`src/rtl/proctypes_pkg.sv`:
```
// Shared processor types: instruction word/address shapes matching the
// instruction bank's write port, and the program loader's state encoding.
package proctypes;

  localparam int INST_WIDTH_DEF = 64;
  localparam int ADDR_WIDTH_DEF = 10;
  localparam int INST_BYTES     = INST_WIDTH_DEF / 8;

  typedef logic [INST_WIDTH_DEF-1:0] instruction_t;
  typedef logic [ADDR_WIDTH_DEF-1:0] instruction_addr_t;

  typedef enum logic [3:0] {
    IDLE,
    LEN_LO,
    LEN_HI,
    PAYLOAD,
    WRITE,
    FINISH,
    CHECK,
    DONE,
    ERROR
  } loader_state_e;

  // States in which the loader pulls bytes from the receive path.
  function automatic logic takes_bytes(loader_state_e s);
    return s inside {LEN_LO, LEN_HI, PAYLOAD, CHECK};
  endfunction

endpackage

```
`src/rtl/inst_loader_byte_assembler.sv`:
```
// Byte-to-word assembler: shifts little-endian bytes into a word register
// and flags the byte that completes a word. The completed word is held in
// 'word' from the following cycle until the next byte is shifted in.
module byte_assembler #(
  parameter int INST_WIDTH = 64
) (
  input  logic                  clk,
  input  logic                  rst_n,
  input  logic                  clear,
  input  logic                  byte_en,
  input  logic [7:0]            byte_data,
  output logic                  word_valid,
  output logic [INST_WIDTH-1:0] word
);

  localparam int BYTES = INST_WIDTH / 8;
  localparam int CNT_W = (BYTES > 1) ? $clog2(BYTES) : 1;

  logic [CNT_W-1:0] byte_cnt;

  // Strobe on the byte that completes the word, so the FSM can leave
  // PAYLOAD on the same edge that consumes it.
  assign word_valid = byte_en && (byte_cnt == CNT_W'(BYTES - 1));

  // Shift new bytes in at the top so the first byte ends up in bits [7:0].
  // NOTE: sequential state uses non-blocking assignments so every flop
  // samples pre-edge values regardless of block evaluation order.
  always_ff @(posedge clk or negedge rst_n) begin
    if (!rst_n) begin
      byte_cnt <= '0;
      word     <= '0;
    end else if (clear) begin
      byte_cnt <= '0;
      word     <= '0;
    end else if (byte_en) begin
      word     <= {byte_data, word[INST_WIDTH-1:8]};
      byte_cnt <= word_valid ? '0 : byte_cnt + 1'b1;
    end
  end

endmodule

```
`src/rtl/inst_loader.sv`:
```
// Program loader: frames a UART byte stream (LEN_LO, LEN_HI, N words of
// little-endian payload) into instruction bank writes and holds the
// pipeline off until a complete program is resident.
// Optional: define INST_LOADER_CHECKSUM_EN to require a trailing XOR
// checksum byte over the payload.
module inst_loader
  import proctypes::*;
#(
  parameter int INST_WIDTH = INST_WIDTH_DEF,
  parameter int ADDR_WIDTH = ADDR_WIDTH_DEF
) (
  input  logic                  clk_100mhz,
  input  logic                  rst_n,
  input  logic                  start,
  input  logic                  byte_valid,
  input  logic [7:0]            byte_data,
  output logic                  byte_ready,
  output logic                  wr_en,
  output logic [ADDR_WIDTH-1:0] wr_addr,
  output logic [INST_WIDTH-1:0] wr_data,
  output logic [ADDR_WIDTH:0]   inst_count,
  output logic                  proc_hold,
  output logic                  load_done,
  output logic                  load_error
);

  loader_state_e       state_q, state_d;
  logic [15:0]         len_q;
  logic [15:0]         len_full;
  logic [ADDR_WIDTH:0] count_inc;
  logic                accept;
  logic                arm;
  logic                asm_byte_en;
  logic                word_valid;

  assign accept      = byte_valid && byte_ready;
  assign arm         = start && (state_q inside {IDLE, DONE, ERROR});
  assign asm_byte_en = accept && (state_q == PAYLOAD);
  assign len_full    = {byte_data, len_q[7:0]};
  assign count_inc   = inst_count + 1'b1;

  byte_assembler #(.INST_WIDTH(INST_WIDTH)) u_asm (
    .clk        (clk_100mhz),
    .rst_n      (rst_n),
    .clear      (arm),
    .byte_en    (asm_byte_en),
    .byte_data  (byte_data),
    .word_valid (word_valid),
    .word       (wr_data)
  );

`ifdef INST_LOADER_CHECKSUM_EN
  logic [7:0] csum_q;

  // Running XOR of payload bytes for the trailing checksum comparison.
  always_ff @(posedge clk_100mhz or negedge rst_n) begin
    if (!rst_n)           csum_q <= '0;
    else if (arm)         csum_q <= '0;
    else if (asm_byte_en) csum_q <= csum_q ^ byte_data;
  end
`endif

  // Next-state logic for the framing FSM.
  // NOTE: state_d is given a default before the case so no path leaves it
  // unassigned, which would otherwise infer a latch.
  always_comb begin
    state_d = state_q;
    case (state_q)
      IDLE, DONE, ERROR: if (start) state_d = LEN_LO;
      LEN_LO:            if (accept) state_d = LEN_HI;
      LEN_HI: begin
        if (accept) begin
          if (32'(len_full) > (32'd1 << ADDR_WIDTH)) state_d = ERROR;
          else if (len_full == 16'd0)                state_d = FINISH;
          else                                       state_d = PAYLOAD;
        end
      end
      PAYLOAD:           if (word_valid) state_d = WRITE;
      WRITE:             state_d = (32'(count_inc) == 32'(len_q)) ? FINISH : PAYLOAD;
`ifdef INST_LOADER_CHECKSUM_EN
      FINISH:            state_d = CHECK;
      CHECK:             if (accept) state_d = (byte_data == csum_q) ? DONE : ERROR;
`else
      FINISH:            state_d = DONE;
`endif
      default:           state_d = IDLE;
    endcase
  end

  // State register plus registered outputs decoded from the next state, so
  // every output moves on the same edge as the state that implies it.
  always_ff @(posedge clk_100mhz or negedge rst_n) begin
    if (!rst_n) begin
      state_q    <= IDLE;
      byte_ready <= 1'b0;
      wr_en      <= 1'b0;
      proc_hold  <= 1'b1;
      load_done  <= 1'b0;
      load_error <= 1'b0;
    end else begin
      state_q    <= state_d;
      byte_ready <= takes_bytes(state_d);
      wr_en      <= (state_d == WRITE);
      proc_hold  <= (state_d != DONE);
      load_done  <= (state_d == DONE);
      load_error <= (state_d == ERROR);
    end
  end

  // Write pointer, instruction count and latched frame length.
  always_ff @(posedge clk_100mhz or negedge rst_n) begin
    if (!rst_n) begin
      wr_addr    <= '0;
      inst_count <= '0;
      len_q      <= '0;
    end else begin
      if (arm) begin
        wr_addr    <= '0;
        inst_count <= '0;
      end else if (state_q == WRITE) begin
        wr_addr    <= wr_addr + 1'b1;
        inst_count <= count_inc;
      end
      if (accept && state_q == LEN_LO) len_q[7:0]  <= byte_data;
      if (accept && state_q == LEN_HI) len_q[15:8] <= byte_data;
    end
  end

endmodule

```
`config.mk`:
```
export PLATFORM = sky130hd
export DESIGN_NAME = inst_loader
export DESIGN_NICKNAME = d
export VERILOG_FILES = /design/src/rtl/proctypes_pkg.sv /design/src/rtl/inst_loader_byte_assembler.sv /design/src/rtl/inst_loader.sv
export SDC_FILE = /design/constraint.sdc
export NUM_CORES = 1
export LEC_CHECK = 0
export ABC_AREA = 0
export ABC_CLOCK_PERIOD_IN_PS = 2700
export CAP_MARGIN = 25
export CORE_ASPECT_RATIO = 1.4
export CORE_MARGIN = 2
export CORE_UTILIZATION = 30
export DETAILED_ROUTE_END_ITERATION = 8
export PLACE_DENSITY = 0.47
export SLEW_MARGIN = 20
export SYNTH_ARGS = -nofsm -noshare
export SYNTH_HDL_FRONTEND = slang
export SYNTH_SLANG_ARGS = --single-unit
```
`constraint.sdc`:
```
create_clock -name clk_100mhz -period 2.7 [get_ports clk_100mhz]
set_clock_uncertainty 0.15 [all_clocks]
set_input_delay 0.405 -clock clk_100mhz [delete_from_list [all_inputs] [get_ports clk_100mhz]]
set_output_delay 0.405 -clock clk_100mhz [all_outputs]
set_load 0.02 [all_outputs]
```
# Word level (Yosys, flattened, before mapping)
# Cells that the tools add are included.
[totals]
inputBits = 12
word_cells = 63
ff_bits = 113
out_inout_bits = 90
[op_classes]
n_mux = 17
addsub = 3
order_cmp = 1
n_eq_ne = 17
reduce_logical = 13
[ops]
columns = ["cell", "count"]
rows = [
  ["two-way mux 64 bit", 2],
  ["== test 4 x 3 -> 1 bit (second input constant)", 6],
  ["case mux 4 bit (6 select lines)", 1],
  ["two-way mux 11 bit", 2],
  ["two-way mux 10 bit", 2],
  ["two-way mux 4 bit", 5],
  ["== test 11 x 16 -> 1 bit", 1],
  ["== test 4 x 2 -> 1 bit (second input constant)", 4],
  ["greater-than comparator 16 x 11 -> 1 bit (second input constant)", 1],
  ["zero test 16 bit", 1],
  ["two-way mux 3 bit", 5],
  ["adder 11 x 1 -> 11 bit (second input constant)", 1],
  ["adder 10 x 1 -> 10 bit (second input constant)", 1],
  ["== test 4 x 1 -> 1 bit (second input constant)", 2],
  ["== test 4 bit (second input constant)", 2],
  ["logical AND 1 bit", 6],
  ["zero test 4 bit", 1],
  ["!= test 4 x 3 -> 1 bit (second input constant)", 1],
  ["nonzero test 2 bit", 2],
  ["nonzero test 4 bit", 1],
  ["adder 3 x 1 -> 3 bit (second input constant)", 1],
  ["== test 3 bit (second input constant)", 1],
  ["nonzero test 3 bit", 1],
  ["OR reduction 3 bit", 1],
]

# Logic depth before layout (Yosys ltp)
# Gate-level depths: netlist (run 1).
[depth]
ltp_word = 7
mapped_depth = 9

# Hierarchy
# From an unflattened synthesis (run 1), not the netlist that was laid out.
[unflattened]
hier_cells = 473
area_unflattened_um2 = 5262.5
[by_module_without_submodules]
columns = ["module", "instances", "cells_each", "seq_area_each_um2", "area_each_um2"]
rows = [
  ["byte_assembler", 1, 221, 1676.6, 2743.9],
  ["inst_loader", 1, 252, 1152.4, 2518.7],
]

# Worst setup path after synthesis (run 1)
# No wires, ideal clock.
[synth_path]
path_type = "reg-to-reg"
start = "reg inst_count[0]"
end = "reg state_q[1]"
slack_ns = 0.641
path_stages_with_launch = 8
n_path_buf = 0
synth_period_minus_slack_ns = 2.059
t_arrival_ns = 1.791
path_cell_list = "dfrtp_1 > ha_1 > nand3_1 > nor2_1 > and3_1 > xnor2_1 > nand4_1 > a21bo_1"
[synth_via]
elab_chain_len = 4
[synth_rtl]
columns = ["element", "line_no", "source"]
rows = [
  ["from (decl)", "inst_loader.sv:21", "output logic [ADDR_WIDTH:0] inst_count,"],
  ["from (signal assigned)", "inst_loader.sv:122", "inst_count <= count_inc;"],
  ["adder 11 x 1 -> 11 bit", "inst_loader.sv:40", "assign count_inc = inst_count + 1'b1;"],
  ["== test 11 x 16 -> 1 bit", "inst_loader.sv:79", "WRITE: state_d = (32'(count_inc) == 32'(len_q)) ? FINISH : PAYLOAD;"],
  ["two-way mux 3 bit", "inst_loader.sv:79", ""],
  ["case mux 4 bit (6 select lines)", "inst_loader.sv:68", "case (state_q)"],
  ["named net state_d[1]", "inst_loader.sv:27", "loader_state_e state_q, state_d;"],
  ["to (signal assigned)", "inst_loader.sv:101", "state_q <= state_d;"],
  ["to (decl)", "inst_loader.sv:27", ""],
]
# The timed path passes the listed nets, and every way through them passes these cells.
# A chain may end at the register's enable or synchronous reset.

# Final worst setup path (run 1)
[layout_path]
start = "reg inst_count[1]"
end = "reg state_q[1]"
# Same word-level chain as after synthesis.

==> metrics.md, run 1 <==
| Metric | Value |
|---|---|
| Outcome | `finished, final reports clean` |
| Post-synthesis sequential area ratio | `a little under three fifths` |
| DPL Wire Length | `8840 um` |
| CP Max Fanout | `5` |
| Syn avg cell area | `between 9 and 10 um2` |
| Die Ht | `roughly 160 um` |
| Hold path start | `len_q[13]$_DFFE_PN0P_` |
| I/O pins | `102` |
| WHS Endpoint | `len_q[13]$_DFFE_PN0P_` |
| Latest clock arrival within the worst-skew pair | `between 400 and 500 ps` |
| R2R Path Start | `inst_count[1]$_DFFE_PN0P_` |
| Commonest non-fill, non-tap cells in the layout | `nand2_1 (159), dfrtp_1 (112), clkdlybuf4s50_1 (100)` |
| Ys async rst share | `100%` |
| Via/cell ratio | `4.80` |
| Core area | `16,600 um2` |
| Dpl ws | `191 ps` |
| WP depth | `7` |
| Crit-path most repeated cell | `nand4_1` |
| Routed len/inst | `15.4 um` |
| Period utilisation layout | `81.0%` |
| Kind of critical path | `reg2reg` |
| Via count | `a little over 4,000` |
| Syn Inst Count | `530` |
| Setup crit end kind | `register` |
| Synthesized flop and latch total | `between 100 and 150` |
| Number of synthesized flops with an enable pin | `0` |
| Setup violations, final | `0` |
| Crit-path cells | `ha_1 > xor2_1 > nor4_1 > nand4_1 > nor3_2 > nand4_1 > a21bo_1` |
| Syn_nets | `~550` |
| Pwr dens | `849 nW/um2` |
| Setup Buffers After CTS | `0` |
| Clock tree buffer depth | `2` |
| 1st-iter DRT viols | `around 180` |
| RD Place Congestion | `approximately 0.8` |
| # clock sinks | `113` |
| FF-to-FF setup slack | `~510 ps` |
| Most used DFF post-synth | `dfrtp_1` |
| Hold Path Class | `reg2reg` |
| Port bufs | `101` |
| CP bufs+invs | `0` |
| Arrival @ worst endpoint | `2330 ps` |
| Family with the most delay on the worst path | `simple AND/OR/NAND/NOR gates` |
| Required @ worst endpoint | `about 2900 ps` |
| Final Hold Vio Count | `0` |
| Slew margin rel. | `~60%` |
| Count of cell types in the netlist | `41` |
| RSZ-0062 raised after global routing | `false` |
| Die ar. | `about 18,000 um2` |
| DRC Markers | `0` |
| Clk slew on worst S/H paths | `around 60 ps` |
| Post-DRT Antenna Nets | `0` |
| Mapped Area | `between 5000 and 6000 um2` |
| Pwr Total | `0.00592 W` |
| # rows | `56` |
| Final setup margin | `512 ps` |
| Max Freq | `approximately 460 MHz` |
| Chip width | `around 110 um` |
| Worst r2r dst | `state_q[1]$_DFF_PN0_` |
| # fillers | `between 1,500 and 2,000` |
| Setup TNS | `0 ps` |
| Fin crit period | `about 2200 ps` |
| CP max-delay cell | `dfrtp_1` |
| Slew @ Worst Pin | `586 ps` |
| Leak | `~2.9 nW` |
| Most common cell after layout, fill and taps aside | `nand2_1` |
| Antenna Cells | `0` |
| Vias in the first global route | `4,033` |
| Initial antenna violation count | `0` |
| R2R cell count | `7` |
| Peak supply drop | `0.464 mV` |
| Yosys Warn Count | `0` |
| Largest net degree at the start of global routing | `79` |
| Critical Path Source Type | `register` |
| Final core occ | `42.0%` |
| TritonCTS clock tree | `done` |
| Number of max-cap violations | `0` |
| Starting Density | `30.3%` |
| Hold Crit Depth | `1` |
| Synth-to-Final Area Change | `38.7%` |
| First-pass GRT wire length | `21,200 um` |
| First drt pass iteration count | `4` |
| Layout net count | `649` |
| Max Slew Vio Count | `0` |
| H-tree lvl count | `4` |
| Layout cell share with drive strength beyond 1 | `10.2%` |
| Final WL | `13,100 um` |
| Root buffer cell | `clkbuf_16` |
| Total gr overflow | `0` |
| Num CTS Buffers | `17` |
| GRT Resource Usage Total | `15.2%` |
| CP max stage delay | `420 ps` |
==> registers in the layout, summed over array words and instances (netlist names) <==
signal and flops:
u_asm.word 64, u_asm.byte_cnt 3, wr_en 1, load_error 1
byte_ready 1, wr_addr 10, load_done 1, len_q 16
state_q 4, inst_count 11, proc_hold 1
==> final cells by class <==
| class | instances | area, um2 | area share, % |
|---|---|---|---|
| sequential | 113 | 2830 | 40.6 |
| inverter | 4 | 15.0 | 0.215 |
| clock inverter | 14 | 203 | 2.91 |
| clock buffer | 18 | 439 | 6.30 |
| multi-input combinational | 383 | 2060 | 29.6 |
| tap | 203 | 254 | 3.64 |
| timing repair buffer | 114 | 1170 | 16.8 |
==> worst max-delay path by stage <==
stage | startpoint | to | slack [ps]
after floorplan | inst_count[0]$_DFFE_PN0P_ | state_q[1]$_DFF_PN0_ | 640
after global placement | byte_data[0] | byte_ready$_DFF_PN0_ | 240
after detailed placement | byte_data[0] | byte_ready$_DFF_PN0_ | 190
after CTS | inst_count[1]$_DFFE_PN0P_ | state_q[1]$_DFF_PN0_ | 460
after global routing | inst_count[1]$_DFFE_PN0P_ | state_q[1]$_DFF_PN0_ | 310
final | inst_count[1]$_DFFE_PN0P_ | state_q[1]$_DFF_PN0_ | 510
==> routing by layer <==
metal	vias up	wire, um	GRT usage, %
met2	84	6750	25.9
met3	9	352	3.20
met1	1982	5800	19.2
li1	2002	-	-
met4	0	156	5.23
met5	-	0	0
==> through the flow <==
stage | std cells | hold slack [ps] | instance area, um2
global route | 849 | 380 | 6970
CTS | 849 | 356 | 6970
finish | 849 | 360 | 6970
detailed placement | 816 | 296 | 6320
global placement | 816 | 289 | 6320
floorplan | 530 | -40.6 | 5030
==> cells by family after synthesis <==
kind of cell               after synthesis  share of synthesized area, %
DFF                                    113                          56.3
muxes                                   20                          4.38
and+or+nand+nor                        224                          19.2
adders and majority gates                4                         0.996
xor gates and xnor gates                29                          5.05
buffers and inverters                   34                          2.81
AOI/OAI and AO/OA                      106                          11.3
==> where the power goes <==
group | total [W] | internal (W) | switching (W)
sequential | 0.00220 | 0.00194 | 0.000260
combinational | 0.00130 | 0.000593 | 0.000712
clock | 0.00242 | 0.00158 | 0.000836
==> timing repair <==
action                    CTS  global route
hold endpoints to repair   38             0
hold buffers                1             0
resized for setup           0             0
==> cell usage after synthesis (5+ instances only) <==
master    count  share of area (%)
and3_1        7               0.87
nand3_1      10                1.0
o21ai_0      17                1.7
nor2_1       16                1.2
buf_2        11                1.1
and2_1        5               0.62
nand4_1       6               0.75
dfrtp_1     112                 56
clkbuf_1     17                1.3
a21oi_1      73                7.3
mux2_2       16                3.6
nand2_1     160                 12
xor2_1       14                2.4
xnor2_1      15                2.6
No activity file was read; power rests on OpenSTA's default activity.
==> run 2: changes to the inputs <==
--- a/config.mk
+++ b/config.mk
@@ -6,13 +6,13 @@
 export NUM_CORES = 1
 export LEC_CHECK = 0
 export ABC_AREA = 0
-export ABC_CLOCK_PERIOD_IN_PS = 2700
+export ABC_CLOCK_PERIOD_IN_PS = 2000
 export CAP_MARGIN = 25
 export CORE_ASPECT_RATIO = 1.4
 export CORE_MARGIN = 2
 export CORE_UTILIZATION = 30
 export DETAILED_ROUTE_END_ITERATION = 8
-export PLACE_DENSITY = 0.47
+export PLACE_DENSITY = 0.49
 export SLEW_MARGIN = 20
 export SYNTH_ARGS = -nofsm -noshare
 export SYNTH_HDL_FRONTEND = slang
==> constraint.sdc (replaced) <==
create_clock -name clk_100mhz -period 2 [get_ports clk_100mhz]
set_clock_uncertainty 0.15 [all_clocks]
set_input_delay 0.3 -clock clk_100mhz [delete_from_list [all_inputs] [get_ports clk_100mhz]]
set_output_delay 0.3 -clock clk_100mhz [all_outputs]
set_load 0.02 [all_outputs]
==> run 2 against run 1 <==
Net effect: the run now ends with setup timing left; via count increased by 3.5%; clock power increased by 21%; highest routed layer unchanged; worst setup slack got worse by 520 ps.
==> metrics.md, run 2 (synthesis results as in run 1) <==
| Metric | Value |
|---|---|
| Outcome | `complete, but fails checks` |
| Failing checks | `setup timing` |
| Final setup margin | `-5.58 ps` |
| Fin crit period | `2010 ps` |
| Final Hold Slack | `265 ps` |
| Area of the multi-input gates | `2150 um2` |
| GRT Resource Usage Total | `15.6%` |
| Dpl cells | `approximately 840` |
| FF+latch area | `2830 um2` |
| Fin cells | `around 900` |
| Vias in the first global route | `4,239` |
| R2R Path Start | `len_q[14]$_DFFE_PN0P_` |
| Die ar. | `17,800 um2` |
| DPL Wire Length | `9270 um` |
| Latest clock arrival within the worst-skew pair | `400 ps` |
| Grt met2 use | `27.0%` |
| I/O pins | `roughly 100` |
| Die Ht | `157 um` |
| Global Route met3 Usage | `about 3.2%` |
| First drt pass iteration count | `4` |
| DRC Markers | `0` |
| Pwr Total | `0.00791 W` |
| Via count | `4,219` |
| Leak | `3.19 nW` |
| RD Place Congestion | `about 0.83` |
| Met1 Usage GRT | `19.5%` |
| # clock sinks | `113` |
| Initial antenna violation count | `0` |
| Final Hold Vio Count | `0` |
| Number of max-cap violations | `0` |
| Max Slew Vio Count | `0` |
| Worst r2r dst | `state_q[1]$_DFF_PN0_` |
| TritonCTS clock tree | `done` |
| Max Freq | `499 MHz` |
| Period utilisation layout | `100%` |
| Chip width | `113 um` |
| R2R cell count | `6` |
| Pwr dens | `1090 nW/um2` |
| Setup TNS | `-5.58 ps` |
| Required @ worst endpoint | `2140 ps` |
| Core area | `16,600 um2` |
| Antenna Cells | `0` |
| Layout cell share with drive strength beyond 1 | `16.3%` |
| First-pass GRT wire length | `22,000 um` |
| Hold Path Class | `in2async` |
| Setup crit end kind | `register` |
| # fillers | `between 1,500 and 2,000` |
| Top reg by flops | `u_asm.word` |
| Most common cell after layout, fill and taps aside | `nand2_1` |
| 1st-iter DRT viols | `215` |
| Max reg flops | `64` |
| Layout net count | `around 680` |
| Final WL | `13,700 um` |
| FF-to-FF setup slack | `-6 ps` |
| Commonest non-fill, non-tap cells in the layout | `nand2_1 (159), dfrtp_1 (110), clkdlybuf4s50_1 (91)` |
| Synth-to-Final Area Change | `44.7%` |
| Post-DRT Antenna Nets | `0` |
| Top Usage Layer GRT | `met2` |
| Final core occ | `43.8%` |
| Peak supply drop | `0.536 mV` |
| Via/cell ratio | `between 4 and 5` |
| Total gr overflow | `0` |
| Arrival @ worst endpoint | `between 2000 and 2500 ps` |
| Root buffer cell | `clkbuf_16` |
| Num CTS Buffers | `17` |
| RSZ-0062 raised after global routing | `true` |
| Port bufs | `101` |
| CP Max Fanout | `3` |
| Clk slew on worst S/H paths | `50 ps` |
| Slew @ Worst Pin | `560 ps` |
| Kind of critical path | `reg2reg` |
| Critical Path Source Type | `register` |
| Routed len/inst | `15.7 um` |
| Slew margin rel. | `62.6%` |
| # rows | `56` |
| Clock tree buffer depth | `2` |
| H-tree lvl count | `4` |
| Largest net degree at the start of global routing | `79` |
| Setup violations, final | `1` |
| Top Registers | `u_asm.word: 64 flops, len_q: 16 flops, inst_count: 11 flops` |
| Starting Density | `30.3%` |
[run 2: report_power, final]
group,internal (W),switching [W],total [W]
Sequential,0.00262,0.000338,0.00296
Clock,0.00187,0.00108,0.00294
Combinational,0.000939,0.00108,0.00202
[run 2: layer usage]
metal	vias up	share of wire, %
met2	84	52
li1	2047	-
met4	0	0.99
met3	16	3.2
met5	-	0
met1	2072	44
[run 2: cell type report]
class | count | area share [%]
Multi-Input combinational cell | 383 | 29.5
Sequential cell | 113 | 38.9
Timing Repair Buffer | 143 | 19.9
Clock buffer | 19 | 6.09
Inverter | 4 | 0.206
Tap cell | 203 | 3.49
Clock inverter | 13 | 1.87
[run 2: worst max-delay path, cell delays in order, from the launching register on]
cell and delay, ps:
dfrtp_1 370, or4_4 550, nor4_4 130, nand4_1 120, nor3_2 180, nand4_1 160
a21bo_1 230
[run 2: repair_timing]
item	CTS	global route
gates cloned	0	1
hold buffers	1	0
setup endpoints to repair	8	37
gates resized for setup	7	20
buffers inserted	1	1
endpoints found under the hold margin	28	0
pin swaps	4	11
[run 2: per-stage QoR]
step | worst slack [ps] | instance area, um2
CTS | -91.1 | 7160
global placement | -304 | 6560
detailed placement | -342 | 6560
global route | -123 | 7270
finish | -5.58 | 7270
floorplan | 1.09 | 5030
[run 2: worst max-delay path by stage]
stage / startpoint / endpoint / slack (ps) / cells past startpoint
floorplan: inst_count[1]$_DFFE_PN0P_ / state_q[1]$_DFF_PN0_ / 1 / 7
global placement: byte_data[1] / byte_ready$_DFF_PN0_ / -300 / 7
detailed placement: byte_data[1] / byte_ready$_DFF_PN0_ / -340 / 7
CTS: len_q[13]$_DFFE_PN0P_ / state_q[1]$_DFF_PN0_ / -90 / 6
global route: len_q[14]$_DFFE_PN0P_ / state_q[1]$_DFF_PN0_ / -120 / 6
finish: len_q[14]$_DFFE_PN0P_ / state_q[1]$_DFF_PN0_ / -6 / 6
==> run 3: changes to the inputs <==
--- a/config.mk
+++ b/config.mk
@@ -12,6 +12,7 @@
 export CORE_MARGIN = 2
 export CORE_UTILIZATION = 30
 export DETAILED_ROUTE_END_ITERATION = 8
+export GPL_TIMING_DRIVEN = 1
 export PLACE_DENSITY = 0.49
 export SLEW_MARGIN = 20
 export SYNTH_ARGS = -nofsm -noshare
==> results of run 3 <==
The final DEF is identical to that of run 2; final timing and power are the same.
